===== config.mk =====
export PLATFORM = sky130hd
export DESIGN_NAME = junction_sequencer
export DESIGN_NICKNAME = d
export VERILOG_FILES = /design/src/rtl/junction_pkg.sv /design/src/rtl/dwell_timer.sv /design/src/rtl/junction_sequencer.sv
export SDC_FILE = /design/constraint.sdc
export NUM_CORES = 1
export LEC_CHECK = 0
export CAP_MARGIN = 25
export CORE_MARGIN = 4
export CORE_UTILIZATION = 45
export CTS_CLUSTER_DIAMETER = 50
export DETAILED_ROUTE_END_ITERATION = 6
export HOLD_SLACK_MARGIN = 0.03
export PLACE_DENSITY_LB_ADDON = 0.08
export SYNTH_ARGS = -nofsm -noshare
export SYNTH_HDL_FRONTEND = slang
export SYNTH_SLANG_ARGS = --single-unit

===== constraint.sdc =====
create_clock -name clk -period 4.2 [get_ports clk]
set_input_delay 0.42 -clock clk [delete_from_list [all_inputs] [get_ports clk]]
set_output_delay 0.42 -clock clk [all_outputs]
set_load 0.03 [all_outputs]

===== src/rtl/junction_pkg.sv =====
// Shared lamp encodings, phase codes and lamp decode for the junction sequencer.
package junction_pkg;

  localparam logic [2:0] LAMP_RED    = 3'b100;
  localparam logic [2:0] LAMP_GREEN  = 3'b010;
  localparam logic [2:0] LAMP_YELLOW = 3'b001;

  typedef enum logic [2:0] {
    NS_G = 3'd0,
    NS_Y = 3'd1,
    AR_A = 3'd2,
    EW_G = 3'd3,
    EW_Y = 3'd4,
    AR_B = 3'd5,
    WALK = 3'd6
  } phase_t;

  typedef struct packed {
    logic [2:0] ns;
    logic [2:0] ew;
    logic       walk;
  } lamps_t;

  // Any unlisted code (including the illegal one) shows all-red.
  function automatic lamps_t decode_lamps(input phase_t p);
    lamps_t l;
    l.ns   = LAMP_RED;
    l.ew   = LAMP_RED;
    l.walk = 1'b0;
    case (p)
      NS_G:    l.ns = LAMP_GREEN;
      NS_Y:    l.ns = LAMP_YELLOW;
      EW_G:    l.ew = LAMP_GREEN;
      EW_Y:    l.ew = LAMP_YELLOW;
      WALK:    l.walk = 1'b1;
      default: ;
    endcase
    return l;
  endfunction

endpackage


===== src/rtl/dwell_timer.sv =====
// Per-phase dwell down-counter; expire flags the tick that ends the phase.
module dwell_timer #(
  parameter int unsigned CNT_W   = 8,
  parameter int unsigned RST_VAL = 0
) (
  input  logic             clk,
  input  logic             rst_n,
  input  logic             load,
  input  logic [CNT_W-1:0] load_val,
  input  logic             tick,
  input  logic             hold,
  output logic             expire
);

  logic [CNT_W-1:0] cnt_q, cnt_d;

  always_comb begin
    cnt_d = cnt_q;
    if (load) begin
      cnt_d = load_val;
    end else if (tick && !hold && (cnt_q != '0)) begin
      cnt_d = cnt_q - CNT_W'(1);
    end
  end

  always_ff @(posedge clk or negedge rst_n) begin
    if (!rst_n) cnt_q <= CNT_W'(RST_VAL);
    else        cnt_q <= cnt_d;
  end

  assign expire = tick && !hold && (cnt_q == '0);

endmodule


===== src/rtl/junction_sequencer.sv =====
// Two-road junction phase sequencer with latched pedestrian walk and emergency all-red.
module junction_sequencer
  import junction_pkg::*;
#(
  parameter int unsigned GREEN_T  = 20,
  parameter int unsigned YELLOW_T = 4,
  parameter int unsigned ALLRED_T = 2,
  parameter int unsigned WALK_T   = 10,
  parameter int unsigned CNT_W    = 8
) (
  input  logic       clk,
  input  logic       rst_n,
  input  logic       tick,
  input  logic       ped_req,
  input  logic       emerg,
  output logic [2:0] ns_light,
  output logic [2:0] ew_light,
  output logic       walk,
  output logic [2:0] phase
);

  localparam logic [CNT_W-1:0] GREEN_LD  = CNT_W'(GREEN_T - 1);
  localparam logic [CNT_W-1:0] YELLOW_LD = CNT_W'(YELLOW_T - 1);
  localparam logic [CNT_W-1:0] ALLRED_LD = CNT_W'(ALLRED_T - 1);
  localparam logic [CNT_W-1:0] WALK_LD   = CNT_W'(WALK_T - 1);

  phase_t           state_q, state_d;
  logic             ped_pend_q, ped_pend_d;
  lamps_t           lamps_q, lamps_d;
  logic [2:0]       phase_q, phase_d;
  logic             load;
  logic [CNT_W-1:0] load_val;
  logic             hold;
  logic             expire;

  dwell_timer #(
    .CNT_W   (CNT_W),
    .RST_VAL (ALLRED_T - 1)
  ) u_dwell_timer (
    .clk      (clk),
    .rst_n    (rst_n),
    .load     (load),
    .load_val (load_val),
    .tick     (tick),
    .hold     (hold),
    .expire   (expire)
  );

  // Next-phase selection; every transition reloads the dwell of the phase entered.
  always_comb begin
    state_d  = state_q;
    load     = 1'b0;
    load_val = '0;
    hold     = 1'b0;
    case (state_q)
      NS_G: begin
        if (emerg || expire) begin
          state_d = NS_Y; load = 1'b1; load_val = YELLOW_LD;
        end
      end
      NS_Y: begin
        if (expire) begin
          state_d = AR_A; load = 1'b1; load_val = ALLRED_LD;
        end
      end
      AR_A: begin
        hold = emerg;
        if (expire) begin
          state_d = EW_G; load = 1'b1; load_val = GREEN_LD;
        end
      end
      EW_G: begin
        if (emerg || expire) begin
          state_d = EW_Y; load = 1'b1; load_val = YELLOW_LD;
        end
      end
      EW_Y: begin
        if (expire) begin
          state_d = AR_B; load = 1'b1; load_val = ALLRED_LD;
        end
      end
      AR_B: begin
        // Holding under emerg suppresses expire, so emerg outranks ped_pend here.
        hold = emerg;
        if (expire) begin
          load = 1'b1;
          if (ped_pend_q) begin
            state_d = WALK; load_val = WALK_LD;
          end else begin
            state_d = NS_G; load_val = GREEN_LD;
          end
        end
      end
      WALK: begin
        if (emerg) begin
          state_d = AR_B; load = 1'b1; load_val = ALLRED_LD;
        end else if (expire) begin
          state_d = NS_G; load = 1'b1; load_val = GREEN_LD;
        end
      end
      default: begin
        state_d = AR_B; load = 1'b1; load_val = ALLRED_LD;
      end
    endcase
  end

  // Walk request latch: clearing on WALK entry beats a same-cycle set.
  always_comb begin
    ped_pend_d = ped_pend_q;
    if (ped_req && (state_q != WALK)) ped_pend_d = 1'b1;
    if ((state_d == WALK) && (state_q != WALK)) ped_pend_d = 1'b0;
  end

  always_comb begin
    lamps_d = decode_lamps(state_d);
    phase_d = 3'(state_d);
  end

  always_ff @(posedge clk or negedge rst_n) begin
    if (!rst_n) begin
      state_q    <= AR_B;
      ped_pend_q <= 1'b0;
      lamps_q    <= '{ns: LAMP_RED, ew: LAMP_RED, walk: 1'b0};
      phase_q    <= 3'(AR_B);
    end else begin
      state_q    <= state_d;
      ped_pend_q <= ped_pend_d;
      lamps_q    <= lamps_d;
      phase_q    <= phase_d;
    end
  end

  assign ns_light = lamps_q.ns;
  assign ew_light = lamps_q.ew;
  assign walk     = lamps_q.walk;
  assign phase    = phase_q;

endmodule


* Word-level counts from Yosys, hierarchy flattened *
Cells that the tools add are included.

word-level totals
  bits in registers = 19
  input port bits = 5
  output and inout port bits = 10
  word-level logic and storage cells = 64

cells by class
  $add $sub $neg = 1
  eq/ne operators = 11
  muxes and demuxes = 29
  reductions and logical operators = 17

operators with widths
  kind                                                 number
  case mux 8 bit (5 select lines)                      1
  2-to-1 mux 3 bit                                     9
  2-to-1 mux 8 bit                                     3
  case mux 3 bit (7 select lines)                      1
  equality test 3 bit, second input constant           5
  2-to-1 mux 5 bit                                     3
  case mux 3 bit (2 select lines)                      2
  equality test 3 x 2 -> 1 bit, second input constant  3
  zero test 8 bit                                      1
  2-to-1 mux 1 bit                                     8
  nonzero test 8 bit                                   1
  subtractor 8 x 1 -> 8 bit, second input constant     1
  equality test 3 x 1 -> 1 bit, second input constant  2
  zero test 3 bit                                      2
  OR reduction 2 bit                                   3
  logical AND 1 bit                                    5
  nonzero test 2 bit                                   2
  OR reduction 4 bit                                   1
  inequality test 3 bit, second input constant         1
  case mux 1 bit (3 select lines)                      1
  2-to-1 mux 2 bit                                     1
  zero test 1 bit                                      1
  logical OR 1 bit                                     1

* Logic depth before layout (Yosys ltp) *
Gate-level depths: netlist of run 1.

  depth in word-level cells = 12
  mapped depth = 7
  mapped depth without buffers = 6

* By module *
A second synthesis of run 1 with hierarchy kept.

unflattened totals
  cell total of the unflattened synthesis = 132
  area, all modules = 1207.4 um^2

modules (own cells, without submodules)
  module              instances  cells an instance  area each (um^2)  seq. area each (um^2)
  junction_sequencer  1          73                 648.1             280.3
  dwell_timer         1          59                 559.3             201.4

* Worst setup path before layout of run 1 *
Ideal clock, no wire load.

  path kind = register to register
  start point = reg phase[0] (netlist name)
  end point = reg u_dwell_timer.cnt_q[0]
  setup time = 0.088 ns
  data arrival time = 1.871 ns
  required time = 4.112 ns
  setup slack = 2.241 ns
  cell stages (with the launch flop) = 6
  buffers on the path = 1
  clock period less this slack = 1.959 ns
  cell sequence = dfstp_2 -> buf_2 -> nor2b_4 -> a31oi_1 -> a221o_4 -> or3b_1

RTL lines
  element               line               RTL
  to (signal assigned)  dwell_timer.sv:27  if (!rst_n) cnt_q <= CNT_W'(RST_VAL);
  to (signal assigned)  dwell_timer.sv:28  else cnt_q <= cnt_d;
  to (decl)             dwell_timer.sv:15  logic [CNT_W-1:0] cnt_q, cnt_d;

* Final worst setup path of run 1 *
  start point = in emerg
  end point = reg u_dwell_timer.cnt_q[3]

on the way
  cells in the longest elaborated chain, start to end = 8
  elaborated cells on any way between the ends = 15
  those cells by class = mux (9); reduce/logical (6)

ends and longest elaborated chain
  element                                                        line                                                                          RTL
  from (decl)                                                    junction_sequencer.sv:15                                                      input logic emerg,
  2-to-1 mux 1 bit                                               junction_sequencer.sv:55                                                      case (state_q)
  zero test 1 bit                                                dwell_timer.sv:21, dwell_timer.sv:31
  logical AND 1 bit                                              dwell_timer.sv:21, dwell_timer.sv:31
  logical AND 1 bit                                              dwell_timer.sv:31                                                             assign expire = tick && !hold && (cnt_q == '0);
  2-to-1 mux 1 bit / logical OR 1 bit (equally long branches)    n/a
  2-to-1 mux 1 bit, on equally long branches                     junction_sequencer.sv:95, junction_sequencer.sv:57, junction_sequencer.sv:73
  case mux 1 bit (3 select lines)                                junction_sequencer.sv:55
  2-to-1 mux 8 bit / nonzero test 2 bit (equally long branches)  n/a

Parallel ways exist; a longest one is shown, timed or not.
A chain may end at the register's enable or synchronous reset.

==> metrics.md, run 1 <==
| Metric | Value |
|---|---|
| CP Launch Point | emerg |
| Syn_area_per_cell | 9.21 µm² |
| Insertion delay to the later sink of the worst-skew pair | 0.29 ns |
| Fin Setup TNS | 0 ns |
| Number of setup violations in the final report | 0 |
| Dpl ws | 1.30 ns |
| Synth Area in Adders | 0.0378 |
| CTS tree | built |
| Critical path endpoint | u_dwell_timer.cnt_q[3]$_DFFE_PN0P_ |
| Multi-input logic area | ~670 µm² |
| Drt pass-1 iters | 4 |
| HP Class | reg2reg |
| Max-cap viol count | 0 |
| Initial DRC count | 28 |
| Hold path start | u_dwell_timer.cnt_q[7]$_DFFE_PN0P_ |
| End of the worst register-to-register path | u_dwell_timer.cnt_q[3]$_DFFE_PN0P_ |
| Routability-driven placement congestion ratio | 0.875 |
| Power per cell area | about 610 nW/µm² |
| Final period util | 0.617 |
| Synth cell count leaders | dfrtp_1, nor2_1, a21oi_1 |
| Flop2flop setup slack | 1.82 ns |
| DP Wirelength | approximately 1.8 mm |
| Worst vdd ir | around 0.38 mV |
| Mapped Area | 1220 µm² |
| Post-CTS sizing | 0 |
| Total CTS buffers | 3 |
| Post-Syn Nets | between 100 and 150 |
| Cts hold-fix bufs | 0 |
| Worst EP required | around 4.4 ns |
| Achievable Freq | slightly below 0.4 GHz |
| Register Area | 482 µm² |
| Placement Rows | 18 |
| Via count | 1,020 |
| DR vias/cell | 5.93 |
| Top area cells in the synthesized netlist | dfrtp_1, dfstp_2, a21oi_1 |
| Simple-gate share of the synthesized area | 0.272 |
| Final design utilization | 0.543 |
| Crit path max fanout | 20 |
| Fill cell count | 247 |
| Initial antenna violation count | 0 |
| Leak | 0.548 nW |
| Chip width | 60.2 µm |
| Status | finished clean |
| Synth Warn # | 0 |
| Reg2reg start | phase[0]$_DFF_PN1_ |
| Layout cells sized above 1 | 0.141 |
| Seq/Total Area, Yosys | 0.393 |
| GR Util All Layers | 0.167 |
| Congestion Overflow GR | 0 |
| Die area | 3620 µm² |
| Cell count after synthesis | 133 |
| Ant. Diodes | 0 |
| PortBufs | 14 |
| Io pins | 15 |
| Main combinational cell family by area after synthesis | simple AND/OR/NAND/NOR gates |
| Main synth FF type | dfrtp_1 |
| Max-slew violation count | 0 |
| Root Buffer | clkbuf_4 |
| Final Worst Setup Slack | ~1.6 ns |
| Crit path DAT | 2.81 ns |
| Core ar. | 2540 µm² |
| Slew headroom | 0.455 |
| Post-synth EDFFs | 0 |
| Crit start category | input pin |
| Synth Area in XOR/XNOR | 0.0358 |
| Max clock buf depth | 2 |
| Worst setup EP type | flop |
| Count leader, synth | dfrtp_1 |
| RSZ-0062 raised after global routing | false |
| H-tree levels | 1 |
| Post-CTS Setup Inserts | 0 |
| Die H | roughly 60 µm |
| Clock slew at reported path FFs | ~0.10 ns |
| Power Total | 849 µW |
| Flops & latches, synth | 19 |
| First-pass GRT wire length | 4.60 mm |
| Yosys top cell by area | dfrtp_1 |
| Vias in the first global route | between 900 and 1,000 |
| Critical path class | in2reg |
| Initial Util | 0.481 |
| Layout area overhead | 12.9% |
| Synth Area in Compound Gates | 0.205 |
| Fin. Hold Viols | 0 |
| Clk_skew | 0.00197 ns |
| Asr flop ratio synth | 1.00 |
| R2R depth | 5 |
| Post-synth top area share | 0.286 |
| Clock Sink Count | 19 |
| Tightest Pin Transition | 0.815 ns |
| Pin count of the biggest net entering global routing | 23 |
| DRC | 0 |
| Crit path time final | 2.59 ns |
| Post-route ant nets | 0 |
| Routed length per instance | 14.8 µm |
| Layout net count | 150 |
| Post-synthesis cell type count | 52 |
| Fin Hold WS | approximately 0.56 ns |
| Total wire length | 2.55 mm |
| Multiplexer area fraction after synthesis | 0 |
## through the flow
step,area [µm²],cells
finish,1380,172
global route,1380,172
CTS,1380,172
detailed placement,1360,168
global placement,1360,168
floorplan,1220,133
## worst min path at each step
| stage | end | slack [ns] | depth (start not counted) |
|---|---|---|---|
| CTS | u_dwell_timer.cnt_q[7]$_DFFE_PN0P_ | 0.57 | 2 |
| finish | u_dwell_timer.cnt_q[7]$_DFFE_PN0P_ | 0.56 | 2 |
| detailed placement | u_dwell_timer.cnt_q[7]$_DFFE_PN0P_ | 0.54 | 2 |
| floorplan | ew_light[0]$_DFF_PN0_ | 0.12 | 0 |
| global placement | u_dwell_timer.cnt_q[7]$_DFFE_PN0P_ | 0.53 | 2 |
| global route | u_dwell_timer.cnt_q[7]$_DFFE_PN0P_ | 0.62 | 2 |
## per-layer routing
layer	global-route usage	share of wire	wire (µm)	vias up
li1	-	-	-	502
met1	0.253	0.52	1330	479
met2	0.242	0.41	1040	37
met3	0.0259	0.061	156	2
met4	0.0475	0.0082	21	0
met5	0	0	0	-
## critical path: stages
cell and delay [ns]:
clkdlybuf4s50_1 0.74, and4bb_1 0.43, a311oi_2 0.65, nand4_1 0.19, a21boi_0 0.21, a2bb2oi_1 0.17
## layout by cell type, fill, tap and decap left out, types with 2 or more instances in the layout
| cell type | synthesis | final |
|---|---|---|
| nand3_1 | 8 | 8 |
| clkbuf_4 | 0 | 3 |
| dfstp_2 | 5 | 5 |
| dfrtp_1 | 14 | 14 |
| clkdlybuf4s50_1 | 0 | 14 |
| a211oi_1 | 2 | 2 |
| inv_1 | 6 | 6 |
| nor3_1 | 7 | 7 |
| nand4_1 | 3 | 3 |
| nand2_1 | 7 | 7 |
| a31o_1 | 2 | 2 |
| or3_1 | 2 | 2 |
| a2bb2oi_1 | 2 | 2 |
| o22a_1 | 2 | 2 |
| a21oi_1 | 9 | 9 |
| nand2b_1 | 3 | 3 |
| xor2_1 | 4 | 4 |
| nor2_1 | 12 | 12 |
| ha_1 | 2 | 2 |
| o21ai_0 | 2 | 2 |
| a31oi_1 | 3 | 3 |
## report_power, final
| part | switching (mW) | internal, mW | leakage, nW | total, mW |
|---|---|---|---|---|
| Combinational | 0.216 | 0.187 | 0.304 | 0.403 |
| Clock | 0.0544 | 0.0369 | 0.0150 | 0.0913 |
| Sequential | 0.0975 | 0.257 | 0.229 | 0.354 |
| Total | 0.368 | 0.480 | 0.548 | 0.849 |
## registers in the layout (all words and copies together), names as in the netlist
signal	cells
ns_light	3
phase	3
ew_light	3
u_dwell_timer.cnt_q	8
ped_pend_q	1
walk	1
## cell families (layout without fill, tap and decap cells)
| group | Yosys count | count (layout) |
|---|---|---|
| fa+ha+maj | 4 | 4 |
| buf+inv | 15 | 24 |
| compound gates | 33 | 33 |
| xor+xnor | 5 | 5 |
| simple gates | 57 | 57 |
| flops | 19 | 19 |
## layout make-up
cell class                 count  share of cell area
clock buffer                   4              0.0190
sequential                    19               0.348
tap                           30              0.0271
timing repair buffer          14               0.101
multi-input combinational     99               0.488
inverter                       6              0.0163
No activity file was read; power rests on OpenSTA's default activity.
==> run 2, diff against run 1 <==
==> constraint.sdc (replaced) <==
create_clock -name clk -period 2.6 [get_ports clk]
set_input_delay 0.26 -clock clk [delete_from_list [all_inputs] [get_ports clk]]
set_output_delay 0.26 -clock clk [all_outputs]
set_load 0.03 [all_outputs]
==> run 2 against run 1 <==
  * Critical path depth stayed put
  * Worst hold slack worse by 0.12 ns
  * Non-clock buffer count is 2 higher
  * Register-to-register slack worse by 1.3 ns
  * Combinational power is 62% higher
==> metrics.md, run 2 (synthesis results as in run 1) <==
| Metric | Value |
|---|---|
| Crit start category | flop |
| Crit path time final | 2.10 ns |
| Layout cells sized above 1 | 0.160 (+0.0189) |
| Switch share | 0.436 (+0.00247) |
| Drt pass-1 iters | 4 (unchanged) |
| Slew headroom | 0.435 (-0.0198) |
| Io pins | 15 (unchanged) |
| Crit path max fanout | 21 (+5.0%) |
| Post-route ant nets | 0 (unchanged) |
| Clock slew at reported path FFs | 0.12 ns (+0.02 ns) |
| Root Buffer | clkbuf_4 |
| Worst EP required | 2.83 ns (-1.59 ns) |
| Chip width | 60.2 µm (unchanged) |
| Status | finished clean |
| First-pass GRT wire length | 4.38 mm (-4.8%) |
| DR vias/cell | 5.87 (-1.1%) |
| Core ar. | 2540 µm² (unchanged) |
| Tightest Pin Transition | 0.844 ns (+0.0296 ns) |
| Max-slew violation count | 0 (unchanged) |
| Final period util | 0.807 |
| DP Wirelength | 1.83 mm (+2.2%) |
| Vias in the first global route | 956 (-1.9%) |
| Total wire length | 2.56 mm (+0.35%) |
| GR Util All Layers | 0.160 (-0.00698) |
| Worst setup EP type | flop |
| Register Area | 482 µm² (unchanged) |
| Initial antenna violation count | 0 (unchanged) |
| H-tree levels | 1 (unchanged) |
| HP Class | in2async |
| Die area | 3620 µm² (unchanged) |
| Number of setup violations in the final report | 0 (unchanged) |
| Leak | 0.560 nW (+2.3%) |
| Sequential power share | 0.417 (about the same) |
| Placement Rows | 18 (unchanged) |
| Most frequent cells in the layout | dfrtp_1, clkdlybuf4s50_1, nor2_1 |
| Clock power share | 0.108 (about the same) |
| Max-cap viol count | 0 (unchanged) |
| Routability-driven placement congestion ratio | 0.849 (-3.0%) |
| Flop2flop setup slack | 0.50 ns (-1.32 ns) |
| Die H | 60.2 µm (unchanged) |
| Layout area overhead | 14.2% |
| Crit path DAT | 2.33 ns (-0.48 ns) |
| Fin. Hold Viols | 0 (unchanged) |
| Net switching power | 601 µW (+63%) |
| CTS tree | built |
| Ant. Diodes | 0 (unchanged) |
| DRC | 0 (unchanged) |
| Initial Util | 0.481 (unchanged) |
| Post-CTS Setup Inserts | 0 (unchanged) |
| Max clock buf depth | 2 (unchanged) |
| Via count | 1,021 (+0.098%) |
| Biggest register | u_dwell_timer.cnt_q |
| Critical path class | reg2reg |
| Power Total | 1.38 mW (+62%) |
| Achievable Freq | 0.476 GHz |
| Initial DRC count | 41 (+46%) |
| Largest register FFs | 8 (unchanged) |
| Power per cell area | 984 nW/µm² (+60%) |
| Layout net count | 152 (+1.3%) |
| Clk_skew | 0.0113 ns (+0.00932 ns) |
| Fill cell count | 245 (-0.81%) |
| Pin count of the biggest net entering global routing | 23 (unchanged) |
| Clock Sink Count | 19 (unchanged) |
| Fin Setup TNS | 0 ns (unchanged) |
| Worst vdd ir | 0.577 mV (+53%) |
| Internal Pwr Total | 776 µW (+62%) |
| Comb pwr share | 0.475 (about the same) |
| Congestion Overflow GR | 0 (unchanged) |
| PortBufs | 14 (unchanged) |
| Insertion delay to the later sink of the worst-skew pair | 0.30 ns (about the same) |
| Multi-input logic area | 674 µm² (unchanged) |
| Total CTS buffers | 3 (unchanged) |
| Routed length per instance | 14.7 µm (-0.80%) |
| RSZ-0062 raised after global routing | false |
| Cts hold-fix bufs | 0 (unchanged) |
| Post-CTS sizing | 0 (unchanged) |
[run 2: changes by cell type in the layout (fill, tap and decap cells not counted), sizes merged]
cell	previous run	this run
clkbuf	4	3
clkinv	0	1
buf	0	2
[run 2: final cells by class]
type,count,share of cell area
Multi-Input combinational cell,99,0.482
Clock buffer,3,0.0161
Sequential cell,19,0.344
Inverter,6,0.0161
Tap cell,30,0.0268
Timing Repair Buffer,16,0.111
Clock inverter,1,0.00358
[run 2: path summary, 6_finish.rpt]
path | from | end | cells past startpoint
hold reg to reg | u_dwell_timer.cnt_q[7]$_DFFE_PN0P_ | u_dwell_timer.cnt_q[7]$_DFFE_PN0P_ | 2
hold / removal | rst_n | walk$_DFF_PN0_ | 1
setup / recovery | phase[0]$_DFF_PN1_ | u_dwell_timer.cnt_q[3]$_DFFE_PN0P_ | 6
setup reg to reg | phase[0]$_DFF_PN1_ | u_dwell_timer.cnt_q[3]$_DFFE_PN0P_ | 6
max in group asynchronous | rst_n | phase[1]$_DFF_PN0_ | 1
min in group clk | ped_req | ped_pend_q$_DFFE_PN0P_ | 3
[run 2: stage by stage]
stage	std cells	hold slack [ns]	utilization	area (µm²)	setup slack [ns]
floorplan	133	-0.0356	-	1220	0.641
global placement	170	0.543	0.539	1370	0.483
detailed placement	170	0.547	0.539	1370	0.388
CTS	174	0.454	0.550	1400	0.497
global route	174	0.492	0.550	1400	0.382
finish	174	0.434	0.550	1400	0.501
[run 2: power groups by stage]
stage               clock, mW  sequential, mW  combinational, mW
detailed placement          0           0.576              0.652
global route            0.172           0.591              0.718
global placement            0           0.571              0.646
floorplan                   0           0.563              0.491
CTS                     0.157           0.571              0.655
finish                  0.149           0.574              0.654
[run 2: worst max-delay path, stage by stage (launching register included)]
cell and delay (ns):
dfstp_2 0.78, and4bb_1 0.30, a311oi_2 0.24, buf_4 0.21, nand4_1 0.12, a21boi_0 0.20, a2bb2oi_1 0.18
[run 2: metal layers]
metal	track usage	up-vias	part of all wire
met5	0	-	0
met4	0.0696	0	0.015
met3	0.0259	4	0.043
met2	0.221	25	0.42
met1	0.242	483	0.52
li1	-	509	-
